## config.mk

```make
export PLATFORM = sky130hd
export DESIGN_NAME = conv_stream_top_flat
export DESIGN_NICKNAME = d
export VERILOG_FILES = /design/src/rtl/conv_stream_if.sv /design/src/rtl/conv_stream_top.sv /design/src/flat_wrapper.sv
export SDC_FILE = /design/constraint.sdc
export NUM_CORES = 1
export LEC_CHECK = 0
export ABC_AREA = 1
export CAP_MARGIN = 10
export CORE_UTILIZATION = 68
export DETAILED_ROUTE_END_ITERATION = 6
export MAX_ROUTING_LAYER = met4
export PLACE_DENSITY = 0.91
export SLEW_MARGIN = 30
export SYNTH_ARGS = -nofsm -noshare
export SYNTH_HDL_FRONTEND = slang
export SYNTH_SLANG_ARGS = --single-unit
export TNS_END_PERCENT = 30
```

## constraint.sdc

```tcl
create_clock -name clk -period 10.9 [get_ports clk]
set_input_delay 2.18 -clock clk [delete_from_list [all_inputs] [get_ports clk]]
set_output_delay 2.18 -clock clk [all_outputs]
set_load 0.01 [all_outputs]
```

## src/rtl/conv_stream_if.sv

```systemverilog
// Handshake streams of conv_stream_top: ifmap in, filter in, serialised result out.
interface conv_stream_if #(parameter int DATA_W = 8);
  logic              ifm_valid, ifm_ready;
  logic [DATA_W-1:0] ifm_data;
  logic              flt_valid, flt_ready;
  logic [DATA_W-1:0] flt_data;
  logic              out_valid, out_ready, out_last;
  logic [DATA_W-1:0] out_data;

  modport master (output ifm_valid, ifm_data, flt_valid, flt_data, out_ready,
                  input  ifm_ready, flt_ready, out_valid, out_data, out_last);
  modport slave  (input  ifm_valid, ifm_data, flt_valid, flt_data, out_ready,
                  output ifm_ready, flt_ready, out_valid, out_data, out_last);
endinterface

```

## src/rtl/conv_stream_top.sv

```systemverilog
// Single-window KxK signed convolution: stream in ifmap (+ optional filter), MAC, stream result LSB-first.
// Optional build macro CONV_RELU_EN clamps negative results to zero before serialisation.
module conv_stream_top #(
  parameter int DATA_W = 8,
  parameter int K      = 3
) (
  input  logic         clk,
  input  logic         rst,
  input  logic         start,
  input  logic         keep_filter,
  conv_stream_if.slave s,
  output logic         busy,
  output logic         done
);
  localparam int N      = K*K;
  localparam int ACC_W  = 2*DATA_W + $clog2(N);
  localparam int NBEAT  = (ACC_W + DATA_W - 1) / DATA_W;
  localparam int EXT_W  = NBEAT*DATA_W;
  localparam int IDX_W  = $clog2(N);
  localparam int BEAT_W = $clog2(NBEAT);
  localparam logic [IDX_W-1:0]  LAST_IDX  = IDX_W'(N-1);
  localparam logic [BEAT_W-1:0] LAST_BEAT = BEAT_W'(NBEAT-1);

  typedef enum logic [2:0] {IDLE, LOAD_IFM, LOAD_FLT, MAC, OUT} state_t;
  state_t state_q, state_d;

  logic [N-1:0][DATA_W-1:0]     ifm_win, flt_win;
  logic [IDX_W-1:0]             idx;
  logic [BEAT_W-1:0]            beat;
  logic signed [ACC_W-1:0]      acc, res;
  logic signed [2*DATA_W-1:0]   prod;
  logic signed [EXT_W-1:0]      ext;
  logic [NBEAT-1:0][DATA_W-1:0] beats;
  logic flt_loaded, reuse;
  logic accept, ifm_xfer, flt_xfer, out_xfer, idx_last;

  // done is registered, so the FSM is already IDLE while it is high; that start is dropped
  assign accept   = (state_q == IDLE) && start && !done;
  assign ifm_xfer = s.ifm_valid && s.ifm_ready;
  assign flt_xfer = s.flt_valid && s.flt_ready;
  assign out_xfer = s.out_valid && s.out_ready;
  assign idx_last = (idx == LAST_IDX);
  assign prod     = $signed(ifm_win[idx]) * $signed(flt_win[idx]);

`ifdef CONV_RELU_EN
  assign res = acc[ACC_W-1] ? '0 : acc;
`else
  assign res = acc;
`endif
  assign ext   = EXT_W'(res);
  assign beats = ext;

  always_comb begin
    state_d     = state_q;
    busy        = (state_q != IDLE);
    s.ifm_ready = (state_q == LOAD_IFM);
    s.flt_ready = (state_q == LOAD_FLT);
    s.out_valid = (state_q == OUT);
    s.out_last  = 1'b0;
    s.out_data  = '0;
    case (state_q)
      IDLE:     if (accept) state_d = LOAD_IFM;
      LOAD_IFM: if (ifm_xfer && idx_last) state_d = reuse ? MAC : LOAD_FLT;
      LOAD_FLT: if (flt_xfer && idx_last) state_d = MAC;
      MAC:      if (idx_last) state_d = OUT;
      OUT: begin
        s.out_data = beats[beat];
        s.out_last = (beat == LAST_BEAT);
        if (out_xfer && s.out_last) state_d = IDLE;
      end
      default:  state_d = IDLE;
    endcase
  end

  always_ff @(posedge clk or negedge rst) begin
    if (!rst) begin
      state_q    <= IDLE;
      idx        <= '0;
      beat       <= '0;
      acc        <= '0;
      flt_loaded <= 1'b0;
      reuse      <= 1'b0;
      done       <= 1'b0;
      ifm_win    <= '0;
      flt_win    <= '0;
    end else begin
      state_q <= state_d;
      done    <= out_xfer && s.out_last;
      case (state_q)
        IDLE: if (accept) begin
          reuse <= keep_filter && flt_loaded;
          idx   <= '0;
          beat  <= '0;
        end
        LOAD_IFM: if (ifm_xfer) begin
          ifm_win[idx] <= s.ifm_data;
          idx          <= idx_last ? '0 : idx + IDX_W'(1);
          if (idx_last) acc <= '0;
        end
        // flag only sets on the final beat, so an aborted load never counts as complete
        LOAD_FLT: if (flt_xfer) begin
          flt_win[idx] <= s.flt_data;
          idx          <= idx_last ? '0 : idx + IDX_W'(1);
          if (idx_last) flt_loaded <= 1'b1;
        end
        MAC: begin
          acc <= acc + ACC_W'(prod);
          idx <= idx_last ? '0 : idx + IDX_W'(1);
        end
        OUT: if (out_xfer) beat <= s.out_last ? '0 : beat + BEAT_W'(1);
        default: ;
      endcase
    end
  end
endmodule

```

## src/flat_wrapper.sv

```systemverilog
// flat-port wrapper written by rule: the top's interface ports become plain ports
module conv_stream_top_flat 
#(
  parameter int DATA_W = 8,
  parameter int K      = 3
)
  (clk, rst, start, keep_filter, busy, done, s_ifm_valid, s_ifm_data, s_flt_valid, s_flt_data, s_out_ready, s_ifm_ready, s_flt_ready, s_out_valid, s_out_data, s_out_last);
  conv_stream_if #(.DATA_W(DATA_W)) s_i ();
  input  logic clk;
  input  logic rst;
  input  logic start;
  input  logic keep_filter;
  output logic busy;
  output logic done;
  input wire logic [$bits(s_i.ifm_valid)-1:0] s_ifm_valid;
  input wire logic [$bits(s_i.ifm_data)-1:0] s_ifm_data;
  input wire logic [$bits(s_i.flt_valid)-1:0] s_flt_valid;
  input wire logic [$bits(s_i.flt_data)-1:0] s_flt_data;
  input wire logic [$bits(s_i.out_ready)-1:0] s_out_ready;
  output wire logic [$bits(s_i.ifm_ready)-1:0] s_ifm_ready;
  output wire logic [$bits(s_i.flt_ready)-1:0] s_flt_ready;
  output wire logic [$bits(s_i.out_valid)-1:0] s_out_valid;
  output wire logic [$bits(s_i.out_data)-1:0] s_out_data;
  output wire logic [$bits(s_i.out_last)-1:0] s_out_last;
  assign s_i.ifm_valid = s_ifm_valid;
  assign s_i.ifm_data = s_ifm_data;
  assign s_i.flt_valid = s_flt_valid;
  assign s_i.flt_data = s_flt_data;
  assign s_i.out_ready = s_out_ready;
  assign s_ifm_ready = s_i.ifm_ready;
  assign s_flt_ready = s_i.flt_ready;
  assign s_out_valid = s_i.out_valid;
  assign s_out_data = s_i.out_data;
  assign s_out_last = s_i.out_last;
  conv_stream_top #(.DATA_W(DATA_W), .K(K)) u_core (.clk(clk), .rst(rst), .start(start), .keep_filter(keep_filter), .s(s_i), .busy(busy), .done(done));
endmodule
```

* Word level (Yosys, flattened, before mapping)
Cells that the tools add are included.
** Storage, ports and cells
- Output and inout port bits :: 14
- Register bits :: 176
- Input bits :: 23
- Word-level logic and storage cells :: 103
** Operators by class
- Muxes and demuxes :: 31
- Equal/unequal tests :: 15
- $mul :: 1
- Reduce and logical (&&, ||, !) cells :: 25
- Order comparisons :: 3
- Add/subtract/negate cells :: 3
** Operators by type and width (count)
- bitwise mux 72 bit :: 2
- binary-select mux 8 bit (select 4 bit) :: 2
- 2-to-1 mux 20 bit :: 2
- 2-to-1 mux 8 bit :: 5
- one-hot mux 20 bit (2 select lines) :: 1
- demux 8 bit (select 4 bit) :: 1
- adder 20 x 16 -> 20 bit :: 1
- binary-select mux 8 bit (select 2 bit) :: 1
- multiplier 8 x 8 -> 16 bit :: 1
- 2-to-1 mux 4 bit :: 4
- one-hot mux 4 bit (4 select lines) :: 1
- 2-to-1 mux 3 bit :: 5
- one-hot mux 3 bit (5 select lines) :: 1
- inequality test 2 bit, second input constant :: 7
- logical AND 1 bit :: 11
- AND reduction 3 bit :: 3
- equality test 3 x 2 -> 1 bit, second input constant :: 2
- 2-to-1 mux 2 bit :: 3
- AND reduction 2 bit :: 3
- less-than comparator 4 x 5 -> 1 bit, second input constant :: 1
- AND reduction 5 bit :: 1
- adder 4 x 1 -> 4 bit, second input constant :: 1
- equality test 4 bit, second input constant :: 1
- greater-or-equal comparator 4 x 1 -> 1 bit, second input constant :: 1
- other kinds (14) :: 17

* Depth between registers and ports, before layout
- Depth after elaboration :: 5
- Mapped depth :: 31

* Worst setup path before layout
No wires, ideal clock.
- Kind :: register to register
- Start :: reg u_core.idx[0]
- End :: reg u_core.acc[18]
- Arrival time :: 5.975 ns
- Buffers on the path :: 3
- Stages on the path, launching flop included :: 25
- Data required time :: 10.782 ns
- Setup slack :: 4.807 ns
- Period minus slack after synthesis :: 6.093 ns
- Cell sequence :: dfrtp_1 buf_4 inv_4 buf_2 buf_2 nor2_1 o22ai_1 o22ai_1 nor2_1 inv_1 fa_1 inv_1 fa_1 fa_1 fa_1 fa_1 ha_1 a21oi_1 nand2_1 nand2_1 nand2_1 nand3_1 nand3b_1 nand3_1 nand2_1
** On the way
- Word-level cells in the longest chain between the ends :: 5
** RTL lines
- from (decl) :: line conv_stream_top.sv:28 : logic [IDX_W-1:0] idx;
- from (signal assigned) :: line conv_stream_top.sv:97 : idx <= idx_last ? '0 : idx + IDX_W'(1);
- from (signal assigned) :: line conv_stream_top.sv:103 : idx <= idx_last ? '0 : idx + IDX_W'(1);
- from (signal assigned) :: line conv_stream_top.sv:108 : idx <= idx_last ? '0 : idx + IDX_W'(1);
- binary-select mux 8 bit (select 4 bit) :: line conv_stream_top.sv:43 : assign prod = $signed(ifm_win[idx]) * $signed(flt_win[idx]);
- 2-to-1 mux 8 bit (not written as such) :: line conv_stream_top.sv:43
- multiplier 8 x 8 -> 16 bit :: line conv_stream_top.sv:43
- adder 20 x 16 -> 20 bit :: line conv_stream_top.sv:107 : acc <= acc + ACC_W'(prod);
- one-hot mux 20 bit (2 select lines) :: line conv_stream_top.sv:89 : case (state_q)
- to (signal assigned) :: line conv_stream_top.sv:107
- to (decl) :: line conv_stream_top.sv:30 : logic signed [ACC_W-1:0] acc, res;
Parallel ways exist; a longest one is shown, timed or not. The select of a mux whose other input is x is not followed.
A chain may end at the register's enable or synchronous reset.

* Worst setup path in the final report
Same ends and word-level chain as after synthesis.

==> parameters.txt <==
Parameter                              Value

Status
  Result of the run ... finished, violations left
  Violations in the final reports ... design-rule violations

Layout
  Layout overhead on the synthesized area ... 8.476%
  Reg area ... 4405 um^2
  Multi-input combinational cell area ... 6484 um^2
  Count of filler cells inserted in the layout ... 1126
  Fin cells ... ~1600
  Layout Cell Area excl Fill ... 12970 um^2
  Ratio of cells with drive above 1 in the final layout ... 8.889%
  Final nets ... 1544
  Utilization after layout ... 75.25%
  Diode insertion count for antenna repair ... 0

Logic synthesis
  Most area-consuming cells after synthesis ... sky130_fd_sc_hd__dfrtp_1 37%, sky130_fd_sc_hd__fa_1 15%, sky130_fd_sc_hd__o21ai_0 9.2%
  Number of distinct library cell variants in the gate-level netlist after synthesis ... between 40 and 50
  Instance count of the mapped netlist ... 1365
  FF+latch count, synth ... 176
  Syn Nets ... ~1500
  Predominant post-synthesis flop cell ... sky130_fd_sc_hd__dfrtp_1
  FFs w/ async S/R, synth ... 100.0%
  List of most frequent post-synthesis cells ... 251 x sky130_fd_sc_hd__nand2_1, 220 x sky130_fd_sc_hd__o21ai_0, 209 x sky130_fd_sc_hd__inv_1, 176 x sky130_fd_sc_hd__dfrtp_1, 125 x sky130_fd_sc_hd__nor2_1
  Number of warning messages in the yosys log ... 0
  Register area share after synthesis ... between 30% and 40%
  Number of enable-type register cells in the synthesized netlist ... 0
  Largest area contributor in the synthesized netlist ... sky130_fd_sc_hd__dfrtp_1
  Cell area after synthesis ... 11960 um^2
  Dominant cell by count in the synthesized netlist ... sky130_fd_sc_hd__nand2_1
  Syn Area/Cell ... 8.760 um^2
  Area share of the largest cell type after synthesis ... 36.83%

Setup path
  Worst setup path startpoint ... u_core.idx[0]
  Cell occurring most often along the worst timing path ... sky130_fd_sc_hd__fa_1
  Worst-path cell with the longest stage delay ... sky130_fd_sc_hd__nand3_1
  Category of the most critical setup path ... register to register
  Largest delay share family, worst path ... adder cells
  Worst Reg-to-Reg Cells ... 22
  Buffers & Inverters on Critical Path ... 4
  FF-to-FF setup slack ... 3.82 ns
  Worst r2r dst ... u_core.acc[18]
  Critical Path Fanout Max ... 63
  Critical path arrival ... 7.41 ns
  Worst R2R Start ... u_core.idx[0]
  Critical path endpoint category ... register
  Series of cell instances along the critical path ... inv_4 -> nand3_1 -> o21ai_0 -> o22ai_2 -> nor2_1 -> buf_4 -> inv_1 -> fa_1 -> inv_1 -> fa_1 -> fa_1 -> fa_1 -> fa_1 -> ha_1 -> a21oi_1 -> nand2_1 -> nand2_1 -> nand2_1 -> nand3_1 -> nand3b_1 -> nand3_1 -> nand2_1
  Slowest cell delay on critical path ... about 0.8 ns
  Startpoint type of the worst setup path ... register
  Depth of the critical timing path with buffers and inverters included ... 22
  Crit path required time ... 11.23 ns
  CP Capture Point ... u_core.acc[18]

Clocking
  Clock tree from TritonCTS ... yes
  CTS Root Cell ... sky130_fd_sc_hd__clkbuf_16
  Post-CTS Repair Setup Buffers ... 0
  Latest clock arrival within the worst-skew pair ... 0.44 ns
  # resized after CTS ... 0
  H-tree levels ... 4
  Num CTS Buffers ... 17
  Sinks on the clock net ... 176
  Register clock-pin slew on the reported worst setup and hold paths ... 0.07 ns
  Number of buffers on the longest clock path ... 2
  Hold-fix buffers, CTS ... 0

STA
  Number of max-slew violations in the final report ... 0
  Min Tclk post-route ... 7.077 ns
  Number of hold violations in the final report ... 0
  Sum of negative setup slack ... 0 ns
  Setup repair after global routing missed its margin ... no
  Endpoints failing setup ... 0
  Worst slew margin relative to its limit ... 44.01%
  Fraction of the cycle the final worst path needs ... about 65%
  Clock Skew ... 0.008410 ns
  Achievable frequency ... 0.1413 GHz
  Worst slew pin tran ... around 0.84 ns

Job
  Count of max-cap constraint violations ... 0

Routing
  Vias ... roughly 10000
  Number of nets with antenna violations after routing ... 0
  Number of iterations in the first detailed-routing pass ... 7
  DRC violation count after routing ... 1
  Number of vias per cell after detailed routing ... 6.159
  Number of DRC violations after detailed-routing iteration 0 ... 1205
  Highest layer used for signal routing ... met4
  Wire length the detailed router placed on met1 ... 11860 um
  Met3 Wirelength ... 2931 um
  Metal2 WL ... 14960 um
  Avg WL per Cell ... 19.18 um
  Total routed wirelength ... 31070 um

Die
  Effective utilization at floorplan ... 69.37%
  Number of I/O pins ... 37
  Core Box Area ... approximately 17000 um^2
  Vert. Die Dim ... 134.6 um
  Die ar. ... 18120 um^2
  Number of standard-cell rows in the floorplan ... 48
  Width of the die ... 134.6 um

Placement
  Post-detailed-placement half-perimeter wirelength ... 21130 um
  Last weighted congestion value of the routability-driven placer ... 0.9259
  Post-place instance area ... 12410 um^2
  Number of I/O port buffers ... 36
  Cell count after placement ... about 1600

GRT
  Combined global-route utilization of all metal layers ... between 30% and 40%
  Remaining global-route overflow ... 0
  First-pass GRT wire length ... 50950 um
  Via count of the first global-routing pass ... 10011
  Pin count of the biggest net entering global routing ... 78
  Number of antenna violations at the first check in global routing ... 0

Worst hold path
  Worst hold path class ... register to register
## tightest hold or removal path: stages (launching register included)
cell and delay [ns]:
sky130_fd_sc_hd__dfrtp_1 0.34, sky130_fd_sc_hd__inv_1 0.04, sky130_fd_sc_hd__nand2_1 0.06
## logic make-up (layout without fill, tap and decap cells)
| family | count (synthesis) | in the layout | share of synthesized area, % |
|---|---|---|---|
| AND/OR/NAND/NOR | 440 | 440 | 15.54 |
| XOR/XNOR | 2 | 2 | 0.1465 |
| AO/OA/AOI/OAI | 302 | 302 | 14.22 |
| flip-flops | 176 | 176 | 36.83 |
| buffers and inverters | 261 | 291 | 8.967 |
| multiplexers | 46 | 46 | 4.332 |
| adder cells (fa/ha/maj) | 138 | 138 | 19.96 |
## final cells by class
cell class | count | share of cell area, %
clock inverter | 11 | 0.7331
tap | 225 | 2.170
inverter | 216 | 6.270
timing repair buffer | 44 | 3.280
multi-input combinational | 928 | 49.99
sequential | 176 | 33.96
clock buffer | 20 | 3.598
## sequential cells by signal, summed over array words and instances, names as in the netlist
signal,flops
u_core.beat,2
u_core.flt_loaded,1
u_core.reuse,1
u_core.flt_win,72
u_core.ifm_win,72
u_core.acc,20
u_core.idx,4
u_core.state_q,3
u_core.done,1
## cells in the final DEF (no fill, tap or decap), types with 14 or more instances in the layout
cell type and count:
sky130_fd_sc_hd__o21ai_0 220, sky130_fd_sc_hd__nor2_1 124, sky130_fd_sc_hd__clkbuf_16 17, sky130_fd_sc_hd__fa_1 88
sky130_fd_sc_hd__o211ai_1 14, sky130_fd_sc_hd__o22ai_1 15, sky130_fd_sc_hd__inv_1 209, sky130_fd_sc_hd__ha_1 50
sky130_fd_sc_hd__a21oi_1 29, sky130_fd_sc_hd__dfrtp_1 175, sky130_fd_sc_hd__mux2_2 46, sky130_fd_sc_hd__clkdlybuf4s50_1 35
sky130_fd_sc_hd__nand2_1 251, sky130_fd_sc_hd__nand3_1 34
## per-layer routing
| layer | vias up | global-route usage (%) |
|---|---|---|
| li1 | 4408 | - |
| met4 | 0 | 18.79 |
| met1 | 4858 | 48.08 |
| met5 | - | - |
| met2 | 597 | 58.58 |
| met3 | 114 | 8.033 |
## how the worst min path moves through the flow
stage	startpoint	to	slack [ns]	depth (start not counted)
2_1_floorplan	u_core.flt_loaded	u_core.flt_loaded	0.43	2
3_3_place_gp	u_core.flt_loaded	u_core.flt_loaded	0.45	2
3_5_place_dp	u_core.flt_loaded	u_core.flt_loaded	0.45	2
4_1_cts	u_core.flt_loaded	u_core.flt_loaded	0.47	2
5_1_grt	u_core.flt_win[36]	u_core.flt_win[36]	0.49	2
6_report	u_core.flt_loaded	u_core.flt_loaded	0.47	2
## stage by stage
stage	hold slack [ns]	setup slack [ns]
after CTS	0.4702	4.029
after floorplan	0.4344	4.807
after detailed placement	0.4549	4.068
after global routing	0.4915	3.592
final	0.4705	3.823
after global placement	0.4477	4.203
Power is left out: the tool's default activity adds up to more than one toggle a clock period on the data nets, which glitch-free logic cannot reach.
